[config.mk]
export PLATFORM = sky130hd
export DESIGN_NAME = cordic_arbiter
export DESIGN_NICKNAME = d
export VERILOG_FILES = /design/src/rtl/cordic_arbiter.sv
export SDC_FILE = /design/constraint.sdc
export NUM_CORES = 1
export LEC_CHECK = 0
export CAP_MARGIN = 20
export CORE_AREA = 2 2 272 274
export CTS_CLUSTER_DIAMETER = 100
export CTS_CLUSTER_SIZE = 24
export DETAILED_ROUTE_END_ITERATION = 10
export DIE_AREA = 0 0 274 276
export DONT_BUFFER_PORTS = 1
export PLACE_DENSITY_LB_ADDON = 0.3
export RECOVER_POWER = 50
export REMOVE_ABC_BUFFERS = 1
export SLEW_MARGIN = 20
export SYNTH_ARGS = -nofsm -noshare
export SYNTH_HDL_FRONTEND = slang
export SYNTH_SLANG_ARGS = --single-unit
[constraint.sdc]
create_clock -name clk -period 2.5 [get_ports clk]
set_input_delay 0.5 -clock clk [delete_from_list [all_inputs] [get_ports clk]]
set_output_delay 0.5 -clock clk [all_outputs]
set_load 0.1 [all_outputs]
[src/rtl/cordic_arbiter.sv]
// Arbitrates NUM_CLIENTS algorithm blocks onto one shared CORDIC core using a
// req/gnt/rel handshake, with a reset flush window on every ownership change.
module cordic_arbiter #(
  parameter int NUM_CLIENTS  = 6,
  parameter int PAYLOAD_W    = 96,
  parameter int ARB_MODE     = 1,
  parameter int FLUSH_CYCLES = 2,
  parameter int TIMEOUT      = 0,
  parameter int IDXW         = $clog2(NUM_CLIENTS)
) (
  input  logic                             clk,
  input  logic                             nrst,
  input  logic                             en,
  input  logic [NUM_CLIENTS-1:0]           req,
  input  logic [NUM_CLIENTS-1:0]           rel,
  input  logic [NUM_CLIENTS*PAYLOAD_W-1:0] payload_in,
  input  logic [NUM_CLIENTS-1:0]           cli_nrst,
  output logic [NUM_CLIENTS-1:0]           gnt,
  output logic                             busy,
  output logic [IDXW-1:0]                  owner,
  output logic [PAYLOAD_W-1:0]             cordic_payload,
  output logic                             cordic_nreset,
  output logic                             timeout_err
);

  // Handshake: a client raises req (level) and keeps it high until it is done;
  // gnt[k] marks ownership; ownership ends when the owner pulses rel[k] or drops
  // req[k]. Inputs from non-owners are ignored while the core is owned.

  localparam int FCW = (FLUSH_CYCLES > 1) ? $clog2(FLUSH_CYCLES) : 1;
  localparam int TCW = (TIMEOUT > 0) ? $clog2(TIMEOUT + 1) : 1;
  localparam logic [IDXW-1:0] LAST_IDX = IDXW'(NUM_CLIENTS - 1);
  localparam logic [NUM_CLIENTS-1:0] ONE = NUM_CLIENTS'(1);

  typedef enum logic [1:0] {IDLE, FLUSH, OWN} state_t;

  state_t          state;
  logic [IDXW-1:0] rr_ptr;
  logic [FCW-1:0]  flush_cnt;
  logic [TCW-1:0]  own_cnt;

  logic [PAYLOAD_W-1:0] slice [NUM_CLIENTS];

  for (genvar k = 0; k < NUM_CLIENTS; k++) begin : g_slice
    assign slice[k] = payload_in[k*PAYLOAD_W +: PAYLOAD_W];
  end

  // Round-robin: first request at or above the base pointer, else wrap to the
  // lowest request. Fixed priority is the same search with the base at zero.
  logic [IDXW-1:0] base;
  logic            hi_found;
  logic            lo_found;
  logic [IDXW-1:0] hi_idx;
  logic [IDXW-1:0] lo_idx;
  logic [IDXW-1:0] win_idx;

  assign base = (ARB_MODE == 1) ? rr_ptr : '0;

  always_comb begin
    hi_found = 1'b0;
    lo_found = 1'b0;
    hi_idx   = '0;
    lo_idx   = '0;
    for (int i = NUM_CLIENTS - 1; i >= 0; i--) begin
      if (req[i]) begin
        lo_found = 1'b1;
        lo_idx   = IDXW'(i);
        if (IDXW'(i) >= base) begin
          hi_found = 1'b1;
          hi_idx   = IDXW'(i);
        end
      end
    end
    win_idx = hi_found ? hi_idx : lo_idx;
  end

  logic            own_rel;
  logic            timeout_hit;
  logic [IDXW-1:0] next_ptr;

  assign own_rel     = rel[owner] || !req[owner];
  assign timeout_hit = (TIMEOUT > 0) && (own_cnt == TCW'(TIMEOUT));
  assign next_ptr    = (owner == LAST_IDX) ? '0 : owner + IDXW'(1);

  always_ff @(posedge clk or negedge nrst) begin
    if (!nrst) begin
      state          <= IDLE;
      gnt            <= '0;
      busy           <= 1'b0;
      owner          <= '0;
      cordic_payload <= '0;
      cordic_nreset  <= 1'b0;
      timeout_err    <= 1'b0;
      rr_ptr         <= '0;
      flush_cnt      <= '0;
      own_cnt        <= '0;
    end else begin
      timeout_err <= 1'b0;
      case (state)
        IDLE: begin
          gnt            <= '0;
          cordic_payload <= '0;
          cordic_nreset  <= 1'b0;
          if (en && lo_found) begin
            owner     <= win_idx;
            flush_cnt <= FCW'(FLUSH_CYCLES - 1);
            busy      <= 1'b1;
            state     <= FLUSH;
          end
        end
        FLUSH: begin
          gnt            <= '0;
          cordic_payload <= '0;
          cordic_nreset  <= 1'b0;
          if (!req[owner]) begin
            busy  <= 1'b0;
            state <= IDLE;
          end else if (flush_cnt == '0) begin
            // The owner's bundle is presented on the same edge as its grant.
            gnt            <= ONE << owner;
            cordic_payload <= slice[owner];
            cordic_nreset  <= cli_nrst[owner];
            own_cnt        <= TCW'(1);
            state          <= OWN;
          end else begin
            flush_cnt <= flush_cnt - FCW'(1);
          end
        end
        OWN: begin
          if (own_rel || timeout_hit) begin
            gnt            <= '0;
            busy           <= 1'b0;
            cordic_payload <= '0;
            cordic_nreset  <= 1'b0;
            rr_ptr         <= next_ptr;
            timeout_err    <= !own_rel;
            state          <= IDLE;
          end else begin
            cordic_payload <= slice[owner];
            cordic_nreset  <= cli_nrst[owner];
            own_cnt        <= own_cnt + TCW'(1);
          end
        end
        default: begin
          state <= IDLE;
        end
      endcase
    end
  end

endmodule

==> results.yml, run 1 <==
sta:
  finalCritPeriodShare: 0.924
  rsz0062_at_grt: "no"
  finalCriticalPeriod_ns: 2.31
  setup_ws_ns: 0.189
  holdWs_ns: -0.266
  relSlewSlack: 0.324
  slew_violations: 0
  skew_ns: 0.0108
  worstMarginPinSlew_ns: 1.01
  fmax_mhz: 433
  setup_viol: 0
  finalHoldViolCount: 113
synthesis:
  synth.distinct_cells: 43
  yosys.area.top_type_share: 0.316
  ys_top_cells_by_area: "dfrtp_1, mux4_2, mux2i_1, a32o_1, o21ai_0"
  syn_area_um2: 8960
  ys_seq_elements: 113
  synth_edf_count: 0
  netlist_instances: 795
  yosysWarningCount: 0
  async_flop_share: 1.00
  yosysSeqAreaShare: 0.316
  synth_top_area_cell: "dfrtp_1"
  syn_area_per_cell_um2: 11.3
  ys.flop_type: "dfrtp_1"
floorplan:
  fp.dieArea_um2: 75600
  initial_core_util: 0.123
  rows: 99
  die_w_um: 274
  core_um2: 72600
  die-height_um: 276
  ios: 705
detailed_routing:
  dr_total_vias: 7488
  viasPerCell: 4.27
  drt_first_pass_iters: 5
  first_iter_violations: 489
  wirelength_mm: 40.7
  wl_per_cell_um: 23.2
  drc: 0
  detail-route-antenna-nets: 0
worst_setup_path:
  cp-start-kind: "flop"
  cp-end-kind: "flop"
  cp-startpoint: "owner[0]"
  critPathArrivalTime_ns: 2.70
  cp_max_fo: 51
  crit_slowest_cell: "dfrtp_4"
  path_cells: "mux2_2 > o31ai_2 > o211ai_2 > o21ai_4 > buf_12 > a32o_1"
  critical_path_class: "reg -> reg"
  max_stage_delay_ns: 0.61
  required_ns: 2.89
  worstReg2RegStart: "owner[0]"
final_layout:
  drive_gt1_frac: 0.240
  final_nets: 1365
  fill_cells: 8165
  finalNonFillerCells: 1753
  final_common_cell: "dfrtp_1"
  area_growth_pct: 20.6
  post-route-util: 0.149
  final_cell_mix: "dfrtp_1, nand2_1, mux2i_1"
pwr:
  vdd_drop_max_mv: 0.640
  leakagePower_nw: 4.26
  powerDensity_nw_per_um2: 1380
  power_mw: 14.9
worst_hold_path:
  holdCritPathClass: "in -> async"
clock_tree:
  cts_buffers: 17
  clk_pin_slew_ns: 0.06
  cts_tree: "built"
  cts_resized: 0
  postCtsSetupBuffers: 0
  htreeDepth: 4
  cts_root_buf: "clkbuf_16"
  cts.sinks: 113
  clock_latency_ns: 0.46
  clk_path_buf_depth: 2
outcome:
  status: "complete, but fails checks"
  violations: "hold timing"
global_route:
  grt_remaining_overflow: 0
  antenna_found_initial: 36
  grt_first_pass_wirelength_mm: 55.6
  grt_use_total: 0.103
  grt_max_degree: 114
  grt_pass1_vias: 7846
placed_design:
  pre_cts_ws_ns: 0.137
  io_buffers: 0
  dp_cells: 1703
  dp_hpwl_mm: 32.2
  gp_congestion: 0.856
run:
  maxCapViolCount: 0
==> registers in the layout (all words and copies together), names as in the netlist <==
name            flops
cordic_nreset       1
gnt                 6
cordic_payload     96
owner               3
busy                1
base                3
state               2
flush_cnt           1
==> cell usage after synthesis (2+ instances only) <==
cell type  count
o21ai_0      102
dfrtp_1      113
mux2i_1      104
a32o_1        97
inv_1         12
o211ai_2       2
nor2b_1        2
buf_1         13
nand2_1      105
ha_1           5
buf_2         28
and2_1         2
buf_6          4
o211ai_1       3
nand3_1        5
nor2_1         7
nor3_1         4
a31oi_1        4
mux4_2        99
clkbuf_1      46
o21bai_1       2
mux2_2         7
o31ai_1        2
nand2b_1       2
a21oi_1        7
==> final cells by class <==
cell class                 count  area (µm²)  share of cell area
multi-input combinational    577        5700               0.528
antenna                       18        45.0             0.00417
sequential                   113        2840               0.262
timing repair buffer          41         432              0.0400
tap                          959        1200               0.111
clock inverter                 9        58.8             0.00544
clock buffer                  23         478              0.0442
inverter                      13        51.3             0.00475
==> stage by stage <==
step,TNS [ns],instance area (µm²),hold WS [ns]
2_1_floorplan,-949.75,8540,0.204
6_report,0,10800,-0.266
3_3_place_gp,0,10200,0.208
3_5_place_dp,0,10200,0.209
5_1_grt,0,10800,-0.328
4_1_cts,0,10800,-0.337
==> routing by layer <==
| layer | vias up | share of wire | global-route usage |
|---|---|---|---|
| li1 | 3145 | - | - |
| met5 | - | 0.0024 | 0 |
| met1 | 3726 | 0.36 | 0.108 |
| met4 | 14 | 0.046 | 0.0569 |
| met2 | 505 | 0.49 | 0.172 |
| met3 | 98 | 0.11 | 0.0439 |
==> logic make-up (layout without fill, tap and decap cells) <==
| kind of cell | count (synthesis) | in the layout | synth area share |
|---|---|---|---|
| AND/OR/NAND/NOR | 134 | 134 | 0.0631 |
| flip-flops | 113 | 113 | 0.316 |
| buffers and inverters | 105 | 86 | 0.0517 |
| AO/OA/AOI/OAI | 227 | 227 | 0.188 |
| other | 1 | 19 | 0.000419 |
| adder cells (fa/ha/maj) | 5 | 5 | 0.00698 |
| multiplexers | 210 | 210 | 0.374 |
==> critical path: cells and delay by family (launching register included) <==
| family | cells | cell delay (ns) |
|---|---|---|
| flip-flops | 1 | 0.61 |
| multiplexers | 1 | 0.41 |
| AO/OA/AOI/OAI | 4 | 0.87 |
| buffers and inverters | 1 | 0.24 |
==> final timing paths <==
check | slack [ns] | endpoint | depth (start not counted)
min in group clk | 0.26 | owner[1] | 3
setup / recovery | 0.19 | cordic_payload[16] | 6
hold / removal | -0.27 | cordic_payload[61] | 0
max in group asynchronous | 2.51 | owner[0] | 0
setup reg to reg | 0.19 | cordic_payload[16] | 6
hold reg to reg | 0.51 | cordic_payload[74] | 1
==> power by group <==
group | switching, mW | internal (mW) | total (mW) | leakage [nW]
combinational | 4.34 | 3.42 | 7.76 | 2.45
sequential | 2.62 | 2.17 | 4.78 | 1.55
clock | 1.03 | 1.34 | 2.37 | 0.255
(Power assumes the default switching activity.)
==> run 2, diff against run 1 <==
GPL_TIMING_DRIVEN = 0   (was default)
RECOVER_POWER = default   (was 50)
==> run 2 against run 1 <==
Effect of this change:
- sequential share of layout area fell by 1.4 points
- critical path type unchanged
- highest routed layer unchanged
- setup slack worse by 0.34 ns
- the flow finishes with violations (hold timing, setup timing)
- cell count grew 0.68%
- die area did not move
- via count up 2.4%
- clock power up 16%
- utilization is 0.86 points higher
- clock-buffer cell count is 1 lower
- worst hold slack worse by 0.0025 ns
==> results.yml, run 2 (same netlist as run 1, synthesis figures left out) <==
floorplan:
  core_um2: 72600
  rows: 99
  fp.dieArea_um2: 75600
  ios: 705
  initial_core_util: 0.123
  die-height_um: 276
  die_w_um: 274
run:
  maxCapViolCount: 0
global_route:
  grt_max_degree: 114
  antenna_found_initial: 26
  grt_remaining_overflow: 0
  grt_pass1_vias: 7986
  grt_first_pass_wirelength_mm: 55.9
  grt_use_total: 0.103
clock_tree:
  cts_root_buf: "clkbuf_16"
  clk_path_buf_depth: 2
  clock_latency_ns: 0.46
  cts_tree: "built"
  cts_buffers: 17
  htreeDepth: 4
  cts.sinks: 113
  clk_pin_slew_ns: 0.07
detailed_routing:
  detail-route-antenna-nets: 0
  drc: 0
  dr_total_vias: 7669
  wl_met3_mm: 4.32
  wirelength_mm: 44.5
  drt_first_pass_iters: 5
  wl_met1_mm: 16.4
  top_layer: "met5"
  first_iter_violations: 593
  viasPerCell: 4.35
  wl_per_cell_um: 25.2
  wl_met2_mm: 21.5
sta:
  finalCritPeriodShare: 1.06
  setup_viol: 91
  finalHoldViolCount: 113
  setup_tns_ns: -7.63
  slew_violations: 0
  fmax_mhz: 377
  setup_ws_ns: -0.151
  skew_ns: 0.0184
  rsz0062_at_grt: "yes"
  holdWs_ns: -0.268
  worstMarginPinSlew_ns: 0.979
  finalCriticalPeriod_ns: 2.65
  relSlewSlack: 0.347
pwr:
  power_mw: 16.8
  powerDensity_nw_per_um2: 1470
  leakagePower_nw: 4.52
  vdd_drop_max_mv: 0.819
placed_design:
  io_buffers: 0
  gp_congestion: 0.849
  dp_hpwl_mm: 31.1
final_layout:
  final_cell_mix: "dfrtp_1, mux2i_1, nand2_1"
  drive_gt1_frac: 0.255
  largest_register_ffs: 96
  area_growth_pct: 27.6
  final_nets: 1376
  largest-register: "cordic_payload"
  reg_top3: "cordic_payload: 96 flops, gnt: 6 flops"
  final_common_cell: "dfrtp_1"
worst_hold_path:
  holdCritPathClass: "in -> async"
worst_setup_path:
  max_stage_delay_ns: 0.71
  critical_path_class: "reg -> reg"
  required_ns: 2.83
  crit_slowest_cell: "dfrtp_4"
  path_common_cell: "buf_16"
  cp_max_fo: 27
  reg2reg_depth: 8
  reg2reg_to: "cordic_payload[47]"
  cp-end-kind: "flop"
  crit_family: "flip-flops"
  cp-start-kind: "flop"
  path_cells: "buf_16 > mux4_2 > nor2b_4 > o211ai_4 > o21ai_4 > clkbuf_16 > buf_16 > a32o_1"
  worstReg2RegStart: "owner[1]"
  r2r_slack_ns: -0.15
  critPathArrivalTime_ns: 2.98
  cp_num_buf_inv: 3
outcome:
  violations: "hold timing, setup timing"
  status: "complete, but fails checks"
run 2: cell types whose count changed in the layout (fill, tap and decap cells not counted), moves of 2 or more:
cell	delta
clkbuf_2	-4
dfrtp_1	-2
nand2b_2	+2
buf_4	-17
o21ai_0	-3
bufinv_16	+4
buf_12	-4
buf_16	+11
bufbuf_16	+3
clkbuf_16	+7
o21ai_1	+3
buf_6	+13
run 2: per-stage QoR:
stage | cells | hold WS, ns | utilization | setup slack [ns] | instance area, µm²
global route | 1761 | -0.333 | 0.157 | -0.236 | 11400
detailed placement | 1679 | 0.209 | 0.141 | -0.490 | 10200
finish | 1765 | -0.268 | 0.157 | -0.151 | 11400
floorplan | 703 | 0.204 | - | -8.72 | 8540
CTS | 1721 | -0.334 | 0.152 | -0.197 | 11000
global placement | 1662 | 0.209 | 0.134 | -12.26 | 9740
run 2: where the power goes:
part | leakage, nW | internal (mW) | switching (mW) | total (mW)
combinational | 2.68 | 4.25 | 4.65 | 8.90
sequential | 1.55 | 2.16 | 2.94 | 5.11
clock | 0.296 | 1.71 | 1.03 | 2.74
total | 4.52 | 8.13 | 8.62 | 16.8
run 2: what timing repair did:
| action | in CTS | in global routing |
|---|---|---|
| setup endpoints to repair | 107 | 107 |
| gates resized for setup | 5 | 16 |
| hold endpoints to repair | 113 | 113 |
| pin swaps | 0 | 1 |
| cloned | 4 | 12 |
| buffers inserted | 6 | 13 |
run 2: cell type report:
type	instances	area (µm²)
clock inverter	10	158
sequential	113	2840
timing repair buffer	50	927
antenna	19	47.5
tap	959	1200
clock buffer	22	464
multi-input combinational	579	5740
inverter	13	51.3
fill	8119	61200
run 2: worst max path at each step:
stage,slack (ns),startpoint,depth (start not counted),end
2_1_floorplan,-8.72,owner[0],5,cordic_nreset
3_3_place_gp,-12.26,owner[0],5,cordic_payload[86]
3_5_place_dp,-0.49,owner[0],7,cordic_payload[29]
4_1_cts,-0.20,owner[1],8,cordic_payload[79]
5_1_grt,-0.24,owner[0],9,cordic_payload[38]
6_report,-0.15,owner[1],8,cordic_payload[47]
run 2: worst reg2reg max path, delay by kind of cell (launching register included):
kind / cells / cell delay (ns)
flip-flops: 1 / 0.71
AO/OA/AOI/OAI: 3 / 0.59
buffers and inverters: 3 / 0.54
multiplexers: 1 / 0.51
AND/OR/NAND/NOR: 1 / 0.16
run 2: layer usage:
layer | up-vias | global-route usage
li1 | 3163 | -
met1 | 3852 | 0.115
met2 | 563 | 0.170
met3 | 87 | 0.0324
met4 | 4 | 0.0610
met5 | - | 0
==> run 3, diff against run 2 <==
PLACE_DENSITY_LB_ADDON = default   (was 0.3)
clock period = 3 ns   (was 2.5 ns; I/O delays follow)
==> run 3 against run 2 <==
Effect of this change:
- setup slack improved by 0.25 ns
- first-iteration DRC count decreased by 12%
- largest cell class unchanged
- sequential share of layout area increased by 1.2 points
- wire length decreased by 7.9%
- highest routed layer unchanged
- cell count decreased by 1.8%
- fmax decreased by 8.5%
- critical path depth decreased by 2
- via count decreased by 0.90%
- clock-buffer cell count decreased by 3
- die area unchanged
- sequential power decreased by 18%
- the run ends with hold timing left
- largest power group unchanged
==> results.yml, run 3 (same netlist as run 1, synthesis figures left out) <==
pwr:
  leakagePower_nw: 4.26
  power_mw: 12.8
  powerDensity_nw_per_um2: 1180
  vdd_drop_max_mv: 0.595
detailed_routing:
  drt_first_pass_iters: 5
  first_iter_violations: 522
  wl_per_cell_um: 23.6
  detail-route-antenna-nets: 0
  dr_total_vias: 7600
  wirelength_mm: 41.0
  viasPerCell: 4.39
  drc: 0
sta:
  finalHoldViolCount: 113
  skew_ns: 0.0120
  rsz0062_at_grt: "no"
  finalCriticalPeriod_ns: 2.90
  relSlewSlack: 0.280
  setup_viol: 0
  slew_violations: 0
  holdWs_ns: -0.168
  finalCritPeriodShare: 0.966
  fmax_mhz: 345
  worstMarginPinSlew_ns: 1.08
placed_design:
  gp_congestion: 0.936
  dpl_cell_area_um2: 10200
  dp_hpwl_mm: 32.6
  io_buffers: 0
  dp_cells: 1678
final_layout:
  largest_register_ffs: 96
  final_common_cell: "dfrtp_1"
  area_growth_pct: 21.4
  final_cell_mix: "dfrtp_1, nand2_1, mux2i_1"
  largest-register: "cordic_payload"
  reg_top3: "cordic_payload: 96 flops, gnt: 6 flops"
  drive_gt1_frac: 0.221
  fin_area_um2: 10900
  finalNonFillerCells: 1733
  fill_cells: 8124
  final_nets: 1343
outcome:
  status: "complete, but fails checks"
  violations: "hold timing"
clock_tree:
  clock_latency_ns: 0.47
  cts_buffers: 17
  htreeDepth: 4
  cts.sinks: 113
  cts_tree: "built"
  cts_resized: 0
  clk_pin_slew_ns: 0.07
  clk_path_buf_depth: 2
  cts_root_buf: "clkbuf_16"
worst_setup_path:
  cp-startpoint: "owner[1]"
  cp-end-kind: "flop"
  worstReg2RegStart: "owner[1]"
  critPathArrivalTime_ns: 3.24
  reg2reg_depth: 6
  cp_max_fo: 29
  cp-start-kind: "flop"
  critical_path_class: "reg -> reg"
  required_ns: 3.34
global_route:
  grt_remaining_overflow: 0
  grt_first_pass_wirelength_mm: 56.0
  antenna_found_initial: 30
  grt_pass1_vias: 7907
  grt_max_degree: 114
  grt_use_total: 0.103
worst_hold_path:
  holdCritPathClass: "in -> async"
floorplan:
  fp.dieArea_um2: 75600
  die_w_um: 274
  rows: 99
  initial_core_util: 0.123
  die-height_um: 276
  ios: 705
  core_um2: 72600
run:
  maxCapViolCount: 0
-- run 3: cell count changes in the layout (fill, tap and decap cells not counted), sizes merged --
cell,delta
nand2b,-2
buf,-21
bufinv,-1
clkbuf,-10
clkinv,+6
diode,+1
inv,+1
clkinvlp,-3
bufbuf,-3
-- run 3: worst max-delay path: stages, from the launching register on --
cell	delay [ns]
dfrtp_4	0.76
mux4_2	0.60
o211ai_2	0.35
o21ai_4	0.30
buf_16	0.27
buf_16	0.19
a32o_1	0.24
-- run 3: area by class of cell --
type | count | area (µm²) | share of cell area
clock inverter | 13 | 163 | 0.0150
antenna | 20 | 50.0 | 0.00460
inverter | 13 | 51.3 | 0.00472
clock buffer | 19 | 433 | 0.0398
multi-input combinational | 577 | 5700 | 0.524
sequential | 113 | 2840 | 0.261
tap | 959 | 1200 | 0.110
timing repair buffer | 19 | 442 | 0.0406
-- run 3: final timing paths --
path / endpoint / slack (ns)
setup / recovery: cordic_payload[9] / 0.10
hold / removal: cordic_payload[86] / -0.17
setup reg to reg: cordic_payload[9] / 0.10
hold reg to reg: base[0] / 0.62
max in group asynchronous: cordic_payload[56] / 2.95
min in group clk: owner[0] / 0.35
-- run 3: report_power, final --
group          switching, mW  total, mW  internal, mW
Clock                  0.891       2.20          1.31
Combinational           3.50       6.45          2.95
Sequential              2.38       4.18          1.80
Total                   6.76       12.8          6.06
-- run 3: layer usage --
layer / up-vias / track usage / wire length, µm
li1: 3101 / - / -
met1: 3782 / 0.104 / 14400
met2: 623 / 0.177 / 20500
met3: 88 / 0.0457 / 4460
met4: 6 / 0.0573 / 1580
met5: - / 0 / 38
-- run 3: repair_timing --
action / 4_1_cts / 5_1_grt
setup buffers: 0 / 3
endpoints found under the hold margin: 113 / 113
endpoints found under the setup margin: 0 / 32
-- run 3: per-stage QoR --
stage	TNS, ns	worst slack (ns)	utilization
after CTS	0	0.0156	0.149
after global routing	0	0.0199	0.150
after global placement	-1234.37	-11.48	0.134
final	0	0.101	0.150
after detailed placement	0	0.0280	0.140
after floorplan	-892.95	-8.22	-
